<file path="src/rtl/ctrl_pkg.sv">
// Shared encodings for the multi-cycle RV32I sequencing controller:
// FSM states, opcodes, ALU operations, immediate formats and mux selects.
package ctrl_pkg;

   typedef enum logic [3:0] {
      S_FETCH    = 4'd0,
      S_DECODE   = 4'd1,
      S_MEMADR   = 4'd2,
      S_MEMREAD  = 4'd3,
      S_MEMWB    = 4'd4,
      S_MEMWRITE = 4'd5,
      S_EXECR    = 4'd6,
      S_EXECI    = 4'd7,
      S_ALUWB    = 4'd8,
      S_BRANCH   = 4'd9,
      S_JALTGT   = 4'd10,
      S_JAL      = 4'd11,
      S_LUI      = 4'd12
   } ctrl_state_t;

   localparam logic [6:0] OP_LOAD   = 7'b0000011;
   localparam logic [6:0] OP_STORE  = 7'b0100011;
   localparam logic [6:0] OP_RTYPE  = 7'b0110011;
   localparam logic [6:0] OP_ITYPE  = 7'b0010011;
   localparam logic [6:0] OP_BRANCH = 7'b1100011;
   localparam logic [6:0] OP_JAL    = 7'b1101111;
   localparam logic [6:0] OP_LUI    = 7'b0110111;

   localparam logic [3:0] ALU_ADD  = 4'b0000;
   localparam logic [3:0] ALU_SUB  = 4'b0001;
   localparam logic [3:0] ALU_AND  = 4'b0010;
   localparam logic [3:0] ALU_OR   = 4'b0011;
   localparam logic [3:0] ALU_XOR  = 4'b0100;
   localparam logic [3:0] ALU_SLT  = 4'b0101;
   localparam logic [3:0] ALU_SLL  = 4'b0110;
   localparam logic [3:0] ALU_SRL  = 4'b0111;
   localparam logic [3:0] ALU_SRA  = 4'b1000;
   localparam logic [3:0] ALU_SLTU = 4'b1001;

   localparam logic [2:0] IMM_I = 3'b000;
   localparam logic [2:0] IMM_S = 3'b001;
   localparam logic [2:0] IMM_B = 3'b010;
   localparam logic [2:0] IMM_U = 3'b011;
   localparam logic [2:0] IMM_J = 3'b100;

   localparam logic [1:0] SRCA_PC    = 2'b00;
   localparam logic [1:0] SRCA_OLDPC = 2'b01;
   localparam logic [1:0] SRCA_RS1   = 2'b10;
   localparam logic [1:0] SRCA_ZERO  = 2'b11;

   localparam logic [1:0] SRCB_RS2   = 2'b00;
   localparam logic [1:0] SRCB_IMM   = 2'b01;
   localparam logic [1:0] SRCB_FOUR  = 2'b10;

   localparam logic [1:0] RES_ALUOUT = 2'b00;
   localparam logic [1:0] RES_MEM    = 2'b01;
   localparam logic [1:0] RES_ALU    = 2'b10;

endpackage

</file>
<file path="src/rtl/alu_decoder.sv">
// Maps funct3/funct7[5] to the ALU operation for register and immediate
// arithmetic; instr[30] only selects SUB for register ops, SRA for both.
module alu_decoder
   import ctrl_pkg::*;
(
   input  logic [2:0] funct3,
   input  logic       funct7_5,
   input  logic       is_rtype,
   output logic [3:0] alu_ctrl
);

   always_comb begin
      alu_ctrl = ALU_ADD;
      case (funct3)
         3'b000:  alu_ctrl = (is_rtype && funct7_5) ? ALU_SUB : ALU_ADD;
         3'b001:  alu_ctrl = ALU_SLL;
         3'b010:  alu_ctrl = ALU_SLT;
         3'b011:  alu_ctrl = ALU_SLTU;
         3'b100:  alu_ctrl = ALU_XOR;
         3'b101:  alu_ctrl = funct7_5 ? ALU_SRA : ALU_SRL;
         3'b110:  alu_ctrl = ALU_OR;
         3'b111:  alu_ctrl = ALU_AND;
         default: alu_ctrl = ALU_ADD;
      endcase
   end

endmodule

</file>
<file path="src/rtl/multicycle_ctrl.sv">
// Multi-cycle RV32I sequencer: steps FETCH/DECODE/EXECUTE/MEM/WB one state per
// clock and drives every datapath enable and mux select from the current state.
module multicycle_ctrl
   import ctrl_pkg::*;
#(
   parameter int DATA_WIDTH = 32
) (
   input  logic                  clk,
   input  logic                  rst,
   input  logic [DATA_WIDTH-1:0] instr,
   input  logic                  EQ,
   input  logic                  mem_ready,
   output logic                  PCWrite,
   output logic                  IRWrite,
   output logic                  AdrSrc,
   output logic                  MemRead,
   output logic                  MemWrite,
   output logic                  RegWrite,
   output logic [1:0]            ALUSrcA,
   output logic [1:0]            ALUSrcB,
   output logic [3:0]            ALUctrl,
   output logic [2:0]            ImmSrc,
   output logic [1:0]            ResultSrc,
   output logic                  instr_done,
   output logic                  illegal,
   output ctrl_state_t           state_dbg
);

   ctrl_state_t state_q, state_d;
   logic [6:0]  opcode;
   logic [2:0]  funct3;
   logic [3:0]  dec_alu_ctrl;
   logic        unused_instr_bits;

   assign opcode            = instr[6:0];
   assign funct3            = instr[14:12];
   assign unused_instr_bits = ^{instr[DATA_WIDTH-1:31], instr[29:15], instr[11:7]};
   assign state_dbg         = state_q;

   alu_decoder u_alu_decoder (
      .funct3   (funct3),
      .funct7_5 (instr[30]),
      .is_rtype (state_q == S_EXECR),
      .alu_ctrl (dec_alu_ctrl)
   );

   always_ff @(posedge clk or posedge rst) begin
      if (rst) state_q <= S_FETCH;
      else     state_q <= state_d;
   end

   always_comb begin
      state_d    = state_q;
      PCWrite    = 1'b0;
      IRWrite    = 1'b0;
      AdrSrc     = 1'b0;
      MemRead    = 1'b0;
      MemWrite   = 1'b0;
      RegWrite   = 1'b0;
      ALUSrcA    = SRCA_PC;
      ALUSrcB    = SRCB_RS2;
      ALUctrl    = ALU_ADD;
      ImmSrc     = IMM_I;
      ResultSrc  = RES_ALUOUT;
      instr_done = 1'b0;
      illegal    = 1'b0;

      case (state_q)
         S_FETCH: begin
            MemRead   = 1'b1;
            ALUSrcA   = SRCA_PC;
            ALUSrcB   = SRCB_FOUR;
            ResultSrc = RES_ALU;
            if (mem_ready) begin
               IRWrite = 1'b1;
               PCWrite = 1'b1;
               state_d = S_DECODE;
            end
         end
         // Precompute the B-format target into ALUOut while the opcode decodes.
         S_DECODE: begin
            ALUSrcA = SRCA_OLDPC;
            ALUSrcB = SRCB_IMM;
            ImmSrc  = IMM_B;
            case (opcode)
               OP_LOAD, OP_STORE: state_d = S_MEMADR;
               OP_RTYPE:          state_d = S_EXECR;
               OP_ITYPE:          state_d = S_EXECI;
               OP_BRANCH:         state_d = S_BRANCH;
               OP_JAL:            state_d = S_JALTGT;
               OP_LUI:            state_d = S_LUI;
               default: begin
                  illegal = 1'b1;
                  state_d = S_FETCH;
               end
            endcase
         end
         S_MEMADR: begin
            ALUSrcA = SRCA_RS1;
            ALUSrcB = SRCB_IMM;
            ImmSrc  = (opcode == OP_STORE) ? IMM_S : IMM_I;
            state_d = (opcode == OP_STORE) ? S_MEMWRITE : S_MEMREAD;
         end
         S_MEMREAD: begin
            MemRead = 1'b1;
            AdrSrc  = 1'b1;
            if (mem_ready) state_d = S_MEMWB;
         end
         S_MEMWB: begin
            RegWrite   = 1'b1;
            ResultSrc  = RES_MEM;
            instr_done = 1'b1;
            state_d    = S_FETCH;
         end
         S_MEMWRITE: begin
            MemWrite = 1'b1;
            AdrSrc   = 1'b1;
            if (mem_ready) begin
               instr_done = 1'b1;
               state_d    = S_FETCH;
            end
         end
         S_EXECR: begin
            ALUSrcA = SRCA_RS1;
            ALUSrcB = SRCB_RS2;
            ALUctrl = dec_alu_ctrl;
            state_d = S_ALUWB;
         end
         S_EXECI: begin
            ALUSrcA = SRCA_RS1;
            ALUSrcB = SRCB_IMM;
            ImmSrc  = IMM_I;
            ALUctrl = dec_alu_ctrl;
            state_d = S_ALUWB;
         end
         S_ALUWB: begin
            RegWrite   = 1'b1;
            ResultSrc  = RES_ALUOUT;
            instr_done = 1'b1;
            state_d    = S_FETCH;
         end
         // ALUOut still holds the target from DECODE, so a taken branch loads it.
         S_BRANCH: begin
            ALUSrcA   = SRCA_RS1;
            ALUSrcB   = SRCB_RS2;
            ALUctrl   = ALU_SUB;
            ResultSrc = RES_ALUOUT;
            state_d   = S_FETCH;
            case (funct3)
               3'b000: begin
                  PCWrite    = EQ;
                  instr_done = 1'b1;
               end
               3'b001: begin
                  PCWrite    = ~EQ;
                  instr_done = 1'b1;
               end
               default: illegal = 1'b1;
            endcase
         end
         S_JALTGT: begin
            ALUSrcA = SRCA_OLDPC;
            ALUSrcB = SRCB_IMM;
            ImmSrc  = IMM_J;
            state_d = S_JAL;
         end
         S_JAL: begin
            ALUSrcA   = SRCA_OLDPC;
            ALUSrcB   = SRCB_FOUR;
            ImmSrc    = IMM_J;
            ResultSrc = RES_ALUOUT;
            PCWrite   = 1'b1;
            state_d   = S_ALUWB;
         end
         S_LUI: begin
            ALUSrcA = SRCA_ZERO;
            ALUSrcB = SRCB_IMM;
            ImmSrc  = IMM_U;
            state_d = S_ALUWB;
         end
         default: state_d = S_FETCH;
      endcase

      // Reset aborts mid-instruction: nothing may reach the datapath.
      if (rst) begin
         PCWrite    = 1'b0;
         IRWrite    = 1'b0;
         AdrSrc     = 1'b0;
         MemRead    = 1'b0;
         MemWrite   = 1'b0;
         RegWrite   = 1'b0;
         ALUSrcA    = 2'b00;
         ALUSrcB    = 2'b00;
         ALUctrl    = 4'b0000;
         ImmSrc     = 3'b000;
         ResultSrc  = 2'b00;
         instr_done = 1'b0;
         illegal    = 1'b0;
      end
   end

endmodule
</file>
<file path="config.mk">
export PLATFORM = sky130hd
export DESIGN_NAME = multicycle_ctrl
export DESIGN_NICKNAME = d
export VERILOG_FILES = /design/src/rtl/ctrl_pkg.sv /design/src/rtl/alu_decoder.sv /design/src/rtl/multicycle_ctrl.sv
export SDC_FILE = /design/constraint.sdc
export NUM_CORES = 1
export LEC_CHECK = 0
export BUFFER_PORTS_ARGS = -buffer_cell sky130_fd_sc_hd__buf_2
export CAP_MARGIN = 30
export CORE_UTILIZATION = 41
export CTS_CLUSTER_DIAMETER = 40
export DETAILED_ROUTE_END_ITERATION = 10
export GPL_TIMING_DRIVEN = 0
export PLACE_DENSITY = 0.79
export SLEW_MARGIN = 0
export SYNTH_ARGS = -nofsm -noshare
export SYNTH_HDL_FRONTEND = slang
export SYNTH_HIERARCHICAL = 1
export SYNTH_SLANG_ARGS = --single-unit
</file>
<file path="constraint.sdc">
create_clock -name clk -period 1.6 [get_ports clk]
set_input_delay 0.08 -clock clk [delete_from_list [all_inputs] [get_ports clk]]
set_output_delay 0.08 -clock clk [all_outputs]
set_load 0.02 [all_outputs]
</file>
* Yosys cells after proc, flatten, opt, wreduce, memory -nomap -nowiden
Cells that the tools add are included.
** Storage, ports and cells
- Flip-flop bits (word level) :: 4
- Bits of input ports :: 36
- Output and inout port bits :: 25
- Word-level logic and storage cells :: 89
** Operators by class
- Equal/unequal tests :: 29
- Muxes and demuxes :: 41
- Bitwise gates (word level) :: 1
- Reduce and logical (&&, ||, !) cells :: 17
** Operators with widths (count)
- $pmux 4 s8 :: 1
- $pmux 4 s7 :: 1
- $pmux 4 s6 :: 1
- $eq 7x6->1 const B :: 3
- $eq 4x4->1 const B :: 5
- $mux 4 :: 5
- $mux 1 :: 19
- $eq 4x3->1 const B :: 4
- $reduce_or 2->1 :: 8
- $eq 7x7->1 const B :: 2
- $eq 3x3->1 const B :: 4
- $pmux 3 s4 :: 1
- $eq 4x2->1 const B :: 2
- $pmux 2 s2 :: 2
- $pmux 4 s2 :: 1
- $reduce_or 4->1 :: 2
- $eq 7x2->1 const B :: 1
- $eq 7x5->1 const B :: 1
- $reduce_or 7->1 :: 1
- $eq 3x2->1 const B :: 2
- $mux 2 :: 3
- $mux 3 :: 2
- $ne 2x2->1 const B :: 3
- $pmux 1 s3 :: 2
- 11 further kinds :: 12

* Logic depth before layout (Yosys ltp)
Gate-level depths: netlist of run 1.
- Depth in word-level cells :: 6
- Gate-level depth with buffers :: 7
- Gate-level depth less buffers :: 6

* By module
The synthesis of run 1 kept the hierarchy.
** Modules (own cells, without submodules)
- multicycle_ctrl :: times used 1, cells each 119, area an instance 783.3 µm², seq. area each 100.1 µm²
- alu_decoder :: times used 1, cells each 13, area an instance 107.6 µm², seq. area each 0.0 µm²

* Worst setup path after synthesis of run 1
OpenSTA, ideal clock, no wires.
- Path type :: register to output
- Start :: reg state_q[3] (netlist: state_dbg[3])
- End :: out illegal
- Arrival time :: 1.728 ns
- Required time :: 1.520 ns
- Slack :: -0.208 ns
- Cell stages (with the launch flop) :: 5
- Buffers on the path :: 2
- Cells stage by stage :: dfrtp_1 buf_2 buf_2 o21ai_0 o41ai_1
** On the way
- Word-level cells in the longest chain between the ends :: 3
- Elaborated cells between the ends (all ways) :: 4
- Classes of those cells :: eq/ne (2); mux (2)
** RTL lines
- start: declaration :: line multicycle_ctrl.sv:29 : ctrl_state_t state_q, state_d;
- start signal: assignment :: line multicycle_ctrl.sv:49 : else state_q <= state_d;
- $eq 4x4->1 or $eq 4x1->1 (tied branches) :: line multicycle_ctrl.sv:68 : case (state_q)
- $pmux 1 s2 * :: line multicycle_ctrl.sv:68
- $mux 1 * :: line multicycle_ctrl.sv:185 : if (rst) begin
- end: declaration :: line multicycle_ctrl.sv:25 : output logic illegal,
Mark *: on every way between the ends. The rest lies on a longest branch, timed or not.

* Worst setup path after layout of run 1
- Start :: reg state_q[2] (netlist: state_dbg[2])
- End :: out ALUctrl[0]
** On the way
- Word-level cells in the longest chain between the ends :: 6
- Elaborated cells between the ends (all ways) :: 9
- Classes of those cells :: eq/ne (3); mux (4); reduce/logical (2)
** RTL lines
- $eq 4x3->1 :: line multicycle_ctrl.sv:43 : .is_rtype (state_q == S_EXECR),
- $logic_and 1x1->1 :: line alu_decoder.sv:15 : 3'b000: alu_ctrl = (is_rtype && funct7_5) ? ALU_SUB : ALU_ADD;
- $mux 1 :: line alu_decoder.sv:15
- $pmux 4 s8 :: line alu_decoder.sv:14 : case (funct3)
- named net dec_alu_ctrl[0] :: line multicycle_ctrl.sv:32 : logic [3:0] dec_alu_ctrl;
- $pmux 4 s2 :: line multicycle_ctrl.sv:68
- $mux 4 :: line multicycle_ctrl.sv:185
- end: declaration :: line multicycle_ctrl.sv:21 : output logic [3:0] ALUctrl,
The timed path passes the listed nets, and every way through them passes these cells.

==> out/metrics.cfg, run 1 <==
[routing]
ant_nets=0
drt_iter0_drc=38
avgRoutedWirePerCell_um=16.8
via_count=1293
drc=0
routed_wl_um=3630
firstDrtPassIters=4
via_per_inst=5.99

[power]
p_sw_mw=0.508
combPwrFrac_pct=73.4
ir_drop_uv=529
pwr_density_cell_mw_per_mm2=713
total_leakage_power_nw=0.688
sequentialPowerShare_pct=12.0
internal-power_mw=0.550
clkPwrFrac_pct=14.6
swShare_pct=48.0

[timing]
finClkSkew_ns=0.0285
fin_crit_ns=1.84
slew-limit-headroom_pct=68.2
finalSetupViolations=13
tightest_slew_ns=0.471
holdWs_ns=0.184
timing.final.crit_share_pct=115
rsz0062_at_grt=true
slew_viol_final=0
hold_viol=0
setup_ws_ns=-0.238
timing.fmax_mhz=544

[synthesis]
synth_edf_count=0
ys_types=49
synth-seq-cells=4
synthDominantCellAreaShare_pct=11.2
syn-num-nets=168
synth_area_leader_cell=dfrtp_1
syn_area_um2=891
synth.area.top_cells=dfrtp_1, o21ai_0, nor2_1, nor2b_1, nand2_1
avgSynthCellArea_um2=6.75
yosys_warnings=6
syn-instance-count=132
ys_seq_area_share_pct=11.2
synthArstFlopShare_pct=100
synthFlopType=dfrtp_1

[worst_setup_path]
arrival_ns=1.76
critPathMaxFanout=2
rrSetupSlack_ns=0.05
start_kind=flip-flop
critPathSlowestCell=dfrtp_2
r2r_end=state_dbg[2]
startpoint=state_dbg[2]
critPathRequiredTime_ns=1.52
path_cells=buf_6 > buf_8 > nand2_4 > nor2_2 > a311o_1 > a32oi_1 > nor2_2 > buf_6
critical_path_class=reg2out
rr_worst_depth=7
cpPeakStageDelay_ns=0.42
crit_path_end=ALUctrl[0]
r2r_start=state_dbg[2]
crit_path_end_kind=output pin

[clock_network]
clock-sinks=4
cts-root-buf=clkbuf_4
htreeDepth=1
cts_tree=done
clock_path_buffers=2
cts_made_buffers=3
clk_latency_ns=0.26
clkTransAtPathRegs_ns=0.06

[run_status]
status=complete, but fails checks
failed_checks=setup timing

[placement]
dpl.hpwl_um=2010
port_buffers=38
pre_cts_ws_ns=-0.187
routabilityCongestion=0.907
place_inst=197

[floorplanning]
die_h_um=48.6
pin_count=61
start_util_pct=44.5
die_w_um=48.6
dieArea_mm2=0.00236
core_mm2=0.00200
rows=16

[grt]
grt_pass1_wl_um=4720
grt_max_degree=11
grt-ovfl-total=0
track_usage_pct=24.8
antenna_found_initial=0
grt_pass1_vias=1056

[flow_run]
maxCapViolations=0

[final_layout]
drive_gt1_share_pct=50.8
nets=226
fillers=144
area_delta_synth_final_pct=66.6
num_antenna_cells=0
largest_register_ffs=4
fin_cells=216

[worst_hold_path]
hold_class=in2reg

==> how the worst min path moves through the flow <==
stage                        start            to  slack (ns)  depth (start not counted)
final                     instr[5]  state_dbg[3]        0.18                          2
after detailed placement       rst  state_dbg[3]        0.13                          2
after global placement         rst  state_dbg[1]        0.12                          2
after CTS                 instr[5]  state_dbg[3]        0.18                          2
after floorplan                rst  state_dbg[1]        0.06                          2
after global routing      instr[5]  state_dbg[3]        0.19                          2
==> Yosys cell counts, drive strengths merged, types with 3 or more instances <==
library cell	number
and2	5
o21ai	12
nor2	13
nand2b	5
a21oi	5
nand3	4
nand2	11
nor2b	7
a2bb2oi	3
dfrtp	4
nor3	7
buf	8
o21a	3
a21boi	4
inv	5
==> routing by layer <==
metal	GRT usage, %	part of all wire (%)	vias up
met4	6.37	2.6	0
li1	-	-	602
met1	31.2	40	597
met5	0	0	-
met3	4.09	6.8	12
met2	43.3	50	82
==> power groups by stage <==
stage / logic (mW) / clock network, mW / registers, mW
after floorplan: 0.356 / 0 / 0.146
after global placement: 0.510 / 0 / 0.132
after detailed placement: 0.520 / 0 / 0.132
after CTS: 0.640 / 0.148 / 0.125
after global routing: 0.813 / 0.162 / 0.129
final: 0.777 / 0.154 / 0.127
==> cell type report <==
cell class | instances | area [um^2] | area share, %
plain buffers | 9 | 97.6 | 6.58
clock buffers | 4 | 26.3 | 1.77
inverters | 5 | 22.5 | 1.52
multi-input cells | 114 | 830 | 55.9
flip-flops and latches | 4 | 103 | 6.91
well taps | 27 | 33.8 | 2.28
repair buffers | 53 | 372 | 25.0
==> worst max-delay path: cells and delay by family, from the launching register on <==
| kind | cells | cell delay [ns] |
|---|---|---|
| flip-flops | 1 | 0.42 |
| buffers and inverters | 3 | 0.39 |
| AND/OR/NAND/NOR | 3 | 0.16 |
| AO/OA/AOI/OAI | 2 | 0.52 |
==> cell families after synthesis <==
family	Yosys count	share of synthesized area, %
AOI/OAI and AO/OA	41	33.3
xor gates and xnor gates	4	3.93
buffers and inverters	14	7.72
DFF	4	11.2
muxes	2	2.25
and+or+nand+nor	67	41.6
==> stage by stage <==
step	power (mW)	cell area [um^2]	setup TNS (ns)	utilization, %
after floorplan	0.503	922	-0.00522	-
after global placement	0.642	1150	-0.274	57.3
after detailed placement	0.652	1150	-0.281	57.3
after CTS	0.913	1320	-1.28	66.1
after global routing	1.10	1480	-2.27	74.1
final	1.06	1480	-1.17	74.1
==> cells in the final DEF, fill, tap and decap left out, types with 2 or more instances in the layout <==
cell	count
a21boi_0	3
a21oi_1	3
a21oi_2	2
a2bb2oi_1	3
a31o_2	2
and2_1	5
and3_1	2
buf_2	25
buf_4	20
buf_6	12
buf_8	3
clkbuf_1	2
clkbuf_4	3
dfrtp_1	2
dfrtp_2	2
inv_1	4
mux2i_1	2
nand2_1	10
nand2b_1	3
nand2b_4	2
nand3_1	3
nand3b_1	2
nor2_1	6
nor2_2	6
nor2b_1	4
nor2b_4	2
nor3_1	4
nor3_2	3
o21a_1	3
o21ai_0	6
o21ai_1	5
or3_4	2
xnor2_1	2
xor2_1	2
==> repair_timing <==
| action | CTS | global route |
|---|---|---|
| setup endpoints to repair | 17 | 20 |
| endpoints found under the hold margin | 4 | 0 |
| gates resized for setup | 23 | 41 |
| setup buffers | 9 | 6 |
| hold buffers | 1 | 0 |
| gates cloned | 0 | 0 |
| pin swaps | 6 | 4 |
Note: power is estimated with default switching activity, not from simulation.
==> inputs of run 2 (changes only) <==
- ABC_AREA: unset -> 1
- CORE_UTILIZATION: 41 -> 40
- PLACE_DENSITY: 0.79 -> 0.8
==> run 2 against run 1 <==
  * Die area decreased by 5.9%
  * Power increased by 27%
  * Cell area decreased by 16%
  * Via count decreased by 11%
  * Synthesized cell count increased by 17%
  * The run now ends clean
  * Clock power decreased by 21%
  * Fmax increased by 15%
  * Critical path depth increased by 1
  * Synthesized area decreased by 8.4%
  * Largest cell class unchanged
  * Combinational power increased by 33%
  * First-iteration DRC count increased by 42%
  * Flip-flop and latch count unchanged
==> out/metrics.cfg, run 2 <==
[final_layout]
mostFrequentLayoutCells=nand2_1, buf_2, nor2_1, inv_1, buf_4
drive_gt1_share_pct=42.2
num_antenna_cells=0
area_delta_synth_final_pct=53.4
largest_register_ffs=4
final_common_cell=nand2_1
fin_cells=229
nets=242
design_area_mm2=0.00125

[synthesis]
synth_edf_count=0
ys_seq_area_share_pct=12.3
synth_compound_area_share_pct=15.8
synth_most_common_cell=nand2_1
yosys_warnings=6
synth_common_cells=nand2_1, nor2_1, inv_1
syn-num-nets=190
synthDominantCellAreaShare_pct=19.8
synthArstFlopShare_pct=100
syn_area_um2=816
yosys.area_share.simple_pct=55.2
synth_top_family_by_area=simple AND/OR/NAND/NOR gates
synth_fa_ha_area_share_pct=0
synthFlopType=dfrtp_1
ys_types=24
synth_area_leader_cell=nand2_1
synth_xor_area_share_pct=1.07
muxShareOfSynthArea_pct=0
avgSynthCellArea_um2=5.30
synth.area.top_cells=nand2_1, dfrtp_1, nor2_1, inv_1, nor2_4
syn-instance-count=154
synth-seq-cells=4

[worst_setup_path]
rrSetupSlack_ns=0.38
startpoint=state_dbg[2]
critPathSlowestCell=dfrtp_2
crit_path_end=ALUctrl[0]
crit_path_end_kind=output pin
start_kind=flip-flop
r2r_end=state_dbg[2]
cp.depth=9
critPathTopFamily=simple AND/OR/NAND/NOR gates
arrival_ns=1.51
cpPeakStageDelay_ns=0.41
critical_path_class=reg2out
r2r_start=state_dbg[1]
rr_worst_depth=9
critPathRequiredTime_ns=1.52
critPathMaxFanout=3
path_buf_inv=3
path_cells=inv_4 > nor2_4 > inv_2 > nor2_1 > nand4_1 > nand2_1 > nand2_1 > a21oi_2 > buf_6
cp_common_cell=nand2_1

[routing]
firstDrtPassIters=4
route.met3.wl_um=145
routed_wl_um=2460
ant_nets=0
drc=0
wl_met2_um=1250
routed.top_layer=met3
via_count=1154
via_per_inst=5.04
avgRoutedWirePerCell_um=10.7
drt_iter0_drc=54
m1WireLength_um=1060

[power]
total_leakage_power_nw=0.686
fin_total_pwr_mw=1.34
p_sw_mw=0.733
internal-power_mw=0.609
pwr_density_cell_mw_per_mm2=1070
sequentialPowerShare_pct=14.4
swShare_pct=54.6
clkPwrFrac_pct=9.0
ir_drop_uv=654
combPwrFrac_pct=76.5

[clock_network]
cts_tree=done
clock-sinks=4
cts-root-buf=clkbuf_4
clkTransAtPathRegs_ns=0.04
htreeDepth=1
clock_path_buffers=2
clk_latency_ns=0.23
cts_made_buffers=3

[timing]
finClkSkew_ns=0.00501
fin_crit_ns=1.59
slew-limit-headroom_pct=84.6
timing.final.crit_share_pct=99.5
tightest_slew_ns=0.228
holdWs_ns=0.207
slew_viol_final=0
rsz0062_at_grt=true
timing.fmax_mhz=628
timing.setup.tns_ns=0
hold_viol=0
finalSetupViolations=0

[run_status]
status=finished clean

[placement]
place_inst=217
port_buffers=38
place_area_mm2=0.00104
dpl.hpwl_um=1800
routabilityCongestion=0.934

[worst_hold_path]
hold_class=in2reg

[grt]
track_usage_pct=21.6
antenna_found_initial=0
grt_max_degree=11
grt_pass1_wl_um=3510
grt_pass1_vias=893
grt-ovfl-total=0

[floorplanning]
pin_count=61
start_util_pct=44.8
die_h_um=47.2
die_w_um=47.2
core_mm2=0.00182
rows=15
dieArea_mm2=0.00222

[flow_run]
maxCapViolations=0

[run 2: cell count changes after synthesis, sizes merged, moves of 5 or more]
cell / before / now
a21oi: 5 / 10
nor3: 7 / 2
buf: 8 / 2
nand2: 11 / 48
inv: 5 / 28
nor2b: 7 / 0
nor2: 13 / 32
nand3: 4 / 9
and2: 5 / 0
nand2b: 5 / 0
[run 2: routing by layer]
metal  up-vias  track usage (%)
met5         -                0
met4         0             1.71
met3         0             3.46
met2        51             39.2
met1       516             27.9
li1        587                -
[run 2: worst reg2reg max path, cell delays in order, from the launching register on]
cell	delay, ns
dfrtp_1	0.38
buf_8	0.15
inv_4	0.07
nand2_4	0.08
nor2_4	0.13
buf_4	0.14
nand2_1	0.05
nand2_1	0.06
nand2_1	0.05
nand2_1	0.06
[run 2: through the flow]
stage	utilization (%)	setup slack (ns)
after floorplan	-	0.0586
after global placement	57.0	0.181
after detailed placement	57.0	0.175
after CTS	60.8	-0.00674
after global routing	68.7	-0.0818
final	68.7	0.00767
[run 2: how the worst min path moves through the flow]
stage	from	end	slack, ns	cells after the start
2_1_floorplan	rst	state_dbg[0]	0.03	2
4_1_cts	mem_ready	state_dbg[2]	0.20	4
5_1_grt	mem_ready	state_dbg[2]	0.23	4
3_3_place_gp	rst	state_dbg[2]	0.08	2
6_report	mem_ready	state_dbg[2]	0.21	4
3_5_place_dp	rst	state_dbg[0]	0.08	2
[run 2: power by group through the flow]
stage | clock (mW) | sequential [mW] | combinational (mW)
final | 0.121 | 0.194 | 1.03
after global routing | 0.137 | 0.198 | 1.10
after CTS | 0.124 | 0.189 | 0.878
after detailed placement | 0 | 0.186 | 0.829
after global placement | 0 | 0.185 | 0.819
after floorplan | 0 | 0.214 | 0.584
[run 2: final cells by class]
cell class	count	area [um^2]
Fill cell	176	569
Timing Repair Buffer	47	300
Sequential cell	4	104
Multi-Input combinational cell	119	653
Buffer	3	25.0
Inverter	28	115
Clock buffer	3	22.5
Tap cell	25	31.3
[run 2: logic make-up (layout without fill, tap and decap cells)]
logic type	Yosys count	in the layout
buffers and inverters	31	81
AO/OA/AOI/OAI	23	23
XOR/XNOR	1	1
flip-flops	4	4
AND/OR/NAND/NOR	95	95
[run 2: what timing repair did]
item,CTS,global route
endpoints found under the hold margin,4,0
setup buffers,2,6
hold buffers,1,0
resized for setup,7,26
setup endpoints to repair,7,15
pin swaps,1,6
==> inputs of run 3 (changes only) <==
- CORE_UTILIZATION: 40 -> 43
- GPL_TIMING_DRIVEN: 0 -> unset
- PLACE_DENSITY: 0.8 -> 0.85
- clock period: 1.6 -> 2.04 ns (I/O delays scaled with it)
==> run 3 against run 2 <==
  * Setup slack better by 0.27 ns
  * Routed wire length down 10%
  * Highest routed layer is now met4
  * Cell area down 16%
  * Critical endpoint is now ALUSrcB[0]
  * Non-clock buffer count down 10
  * First-iteration DRC count down 61%
  * Die area down 6.7%
==> out/metrics.cfg, run 3 (synthesis results as in run 2) <==
[final_layout]
fillers=185
largest_register_ffs=4
final_common_cell=nand2_1
multi_input_area_um2=588
fin_cells=219
nets=232
num_antenna_cells=0
area.sequential_um2=100
area_delta_synth_final_pct=29.0
mostFrequentLayoutCells=nand2_1, buf_2, nor2_1, inv_1, a21oi_1
drive_gt1_share_pct=32.0

[routing]
drc=0
avgRoutedWirePerCell_um=10.1
drt_iter0_drc=21
firstDrtPassIters=4
ant_nets=0
via_per_inst=5.03
routed_wl_um=2200
via_count=1102

[placement]
port_buffers=39
place_inst=215
dpl.hpwl_um=1790
routabilityCongestion=0.872

[floorplanning]
die_w_um=45.6
die_h_um=45.6
dieArea_mm2=0.00208
pin_count=61
core_mm2=0.00175
start_util_pct=46.7
rows=15

[grt]
gr-usage-met2_pct=44.0
grt_pass1_wl_um=3350
top_usage_layer=met2
track_usage_pct=22.0
use_met1_pct=22.4
grt_pass1_vias=888
grt_max_degree=20
use_met3_pct=2.38
grt-ovfl-total=0
antenna_found_initial=0

[worst_setup_path]
crit_path_end=ALUSrcB[0]
r2r_end=state_dbg[2]
critical_path_class=reg2out
startpoint=state_dbg[1]
crit_path_end_kind=output pin
critPathRequiredTime_ns=1.94
critPathMaxFanout=10
rr_worst_depth=7
arrival_ns=1.66
start_kind=flip-flop
rrSetupSlack_ns=0.76
r2r_start=state_dbg[0]

[clock_network]
clkTransAtPathRegs_ns=0.04
cts_made_buffers=3
cts_setup_buffers=0
cts-root-buf=clkbuf_4
clock-sinks=4
clock_path_buffers=2
ctsResizeCount=0
cts_tree=done
htreeDepth=1
ctsHoldBuffers=1
clk_latency_ns=0.24

[timing]
slew_viol_final=0
tightest_slew_ns=0.380
slew-limit-headroom_pct=74.7
timing.final.crit_share_pct=86.6
timing.setup.tns_ns=0
finClkSkew_ns=0.00810
fin_crit_ns=1.77
timing.fmax_mhz=566
rsz0062_at_grt=false
hold_viol=0
finalSetupViolations=0

[power]
total_leakage_power_nw=0.624
pwr_density_cell_mw_per_mm2=845
ir_drop_uv=414

[flow_run]
maxCapViolations=0

[worst_hold_path]
hold_class=in2reg

[run_status]
status=finished clean

run 3: changes by cell type in the layout (fill, tap and decap cells not counted), moves of 3 or more:
cell and delta:
buf_2 +8, buf_4 -13, dfrtp_1 +3, dfrtp_2 -3
run 3: per-layer routing:
metal,vias up,routed length (um)
met1,485,894
met3,7,119
met5,-,0
met2,46,1150
li1,564,-
met4,0,38
run 3: worst max-delay path, cell delays in order (launching register included):
cell and delay [ns]:
dfrtp_1 0.49, nor2_4 0.20, nand3_1 0.21, a41oi_1 0.30, buf_2 0.22
run 3: how the worst min path moves through the flow:
stage,startpoint,end,slack [ns],cells after the start
CTS,mem_ready,state_dbg[0],0.23,5
detailed placement,rst,state_dbg[0],0.17,2
finish,mem_ready,state_dbg[0],0.23,5
floorplan,rst,state_dbg[0],0.05,2
global placement,rst,state_dbg[0],0.16,2
global route,mem_ready,state_dbg[2],0.27,4
run 3: area by class of cell:
type,count,share of cell area (%)
timing repair buffer,40,19.5
tap,25,2.97
inverter,28,9.99
sequential,4,9.51
multi-input combinational,119,55.9
clock buffer,3,2.14
run 3: power by group:
part | switching (mW) | internal (mW)
sequential | 0.0623 | 0.100
combinational | 0.418 | 0.208
clock | 0.0344 | 0.0659
total | 0.515 | 0.374
run 3: through the flow:
stage          setup WS (ns)  util (%)  hold slack, ns  area, um^2  total power, mW
2_1_floorplan          0.477         -          0.0496         816            0.626
3_3_place_gp           0.577      58.4           0.159        1020            0.769
3_5_place_dp           0.551      58.4           0.168        1020            0.780
4_1_cts                0.300      60.3           0.228        1050            0.884
5_1_grt                0.172      60.3           0.268        1050            0.954
6_report               0.273      60.3           0.229        1050            0.889
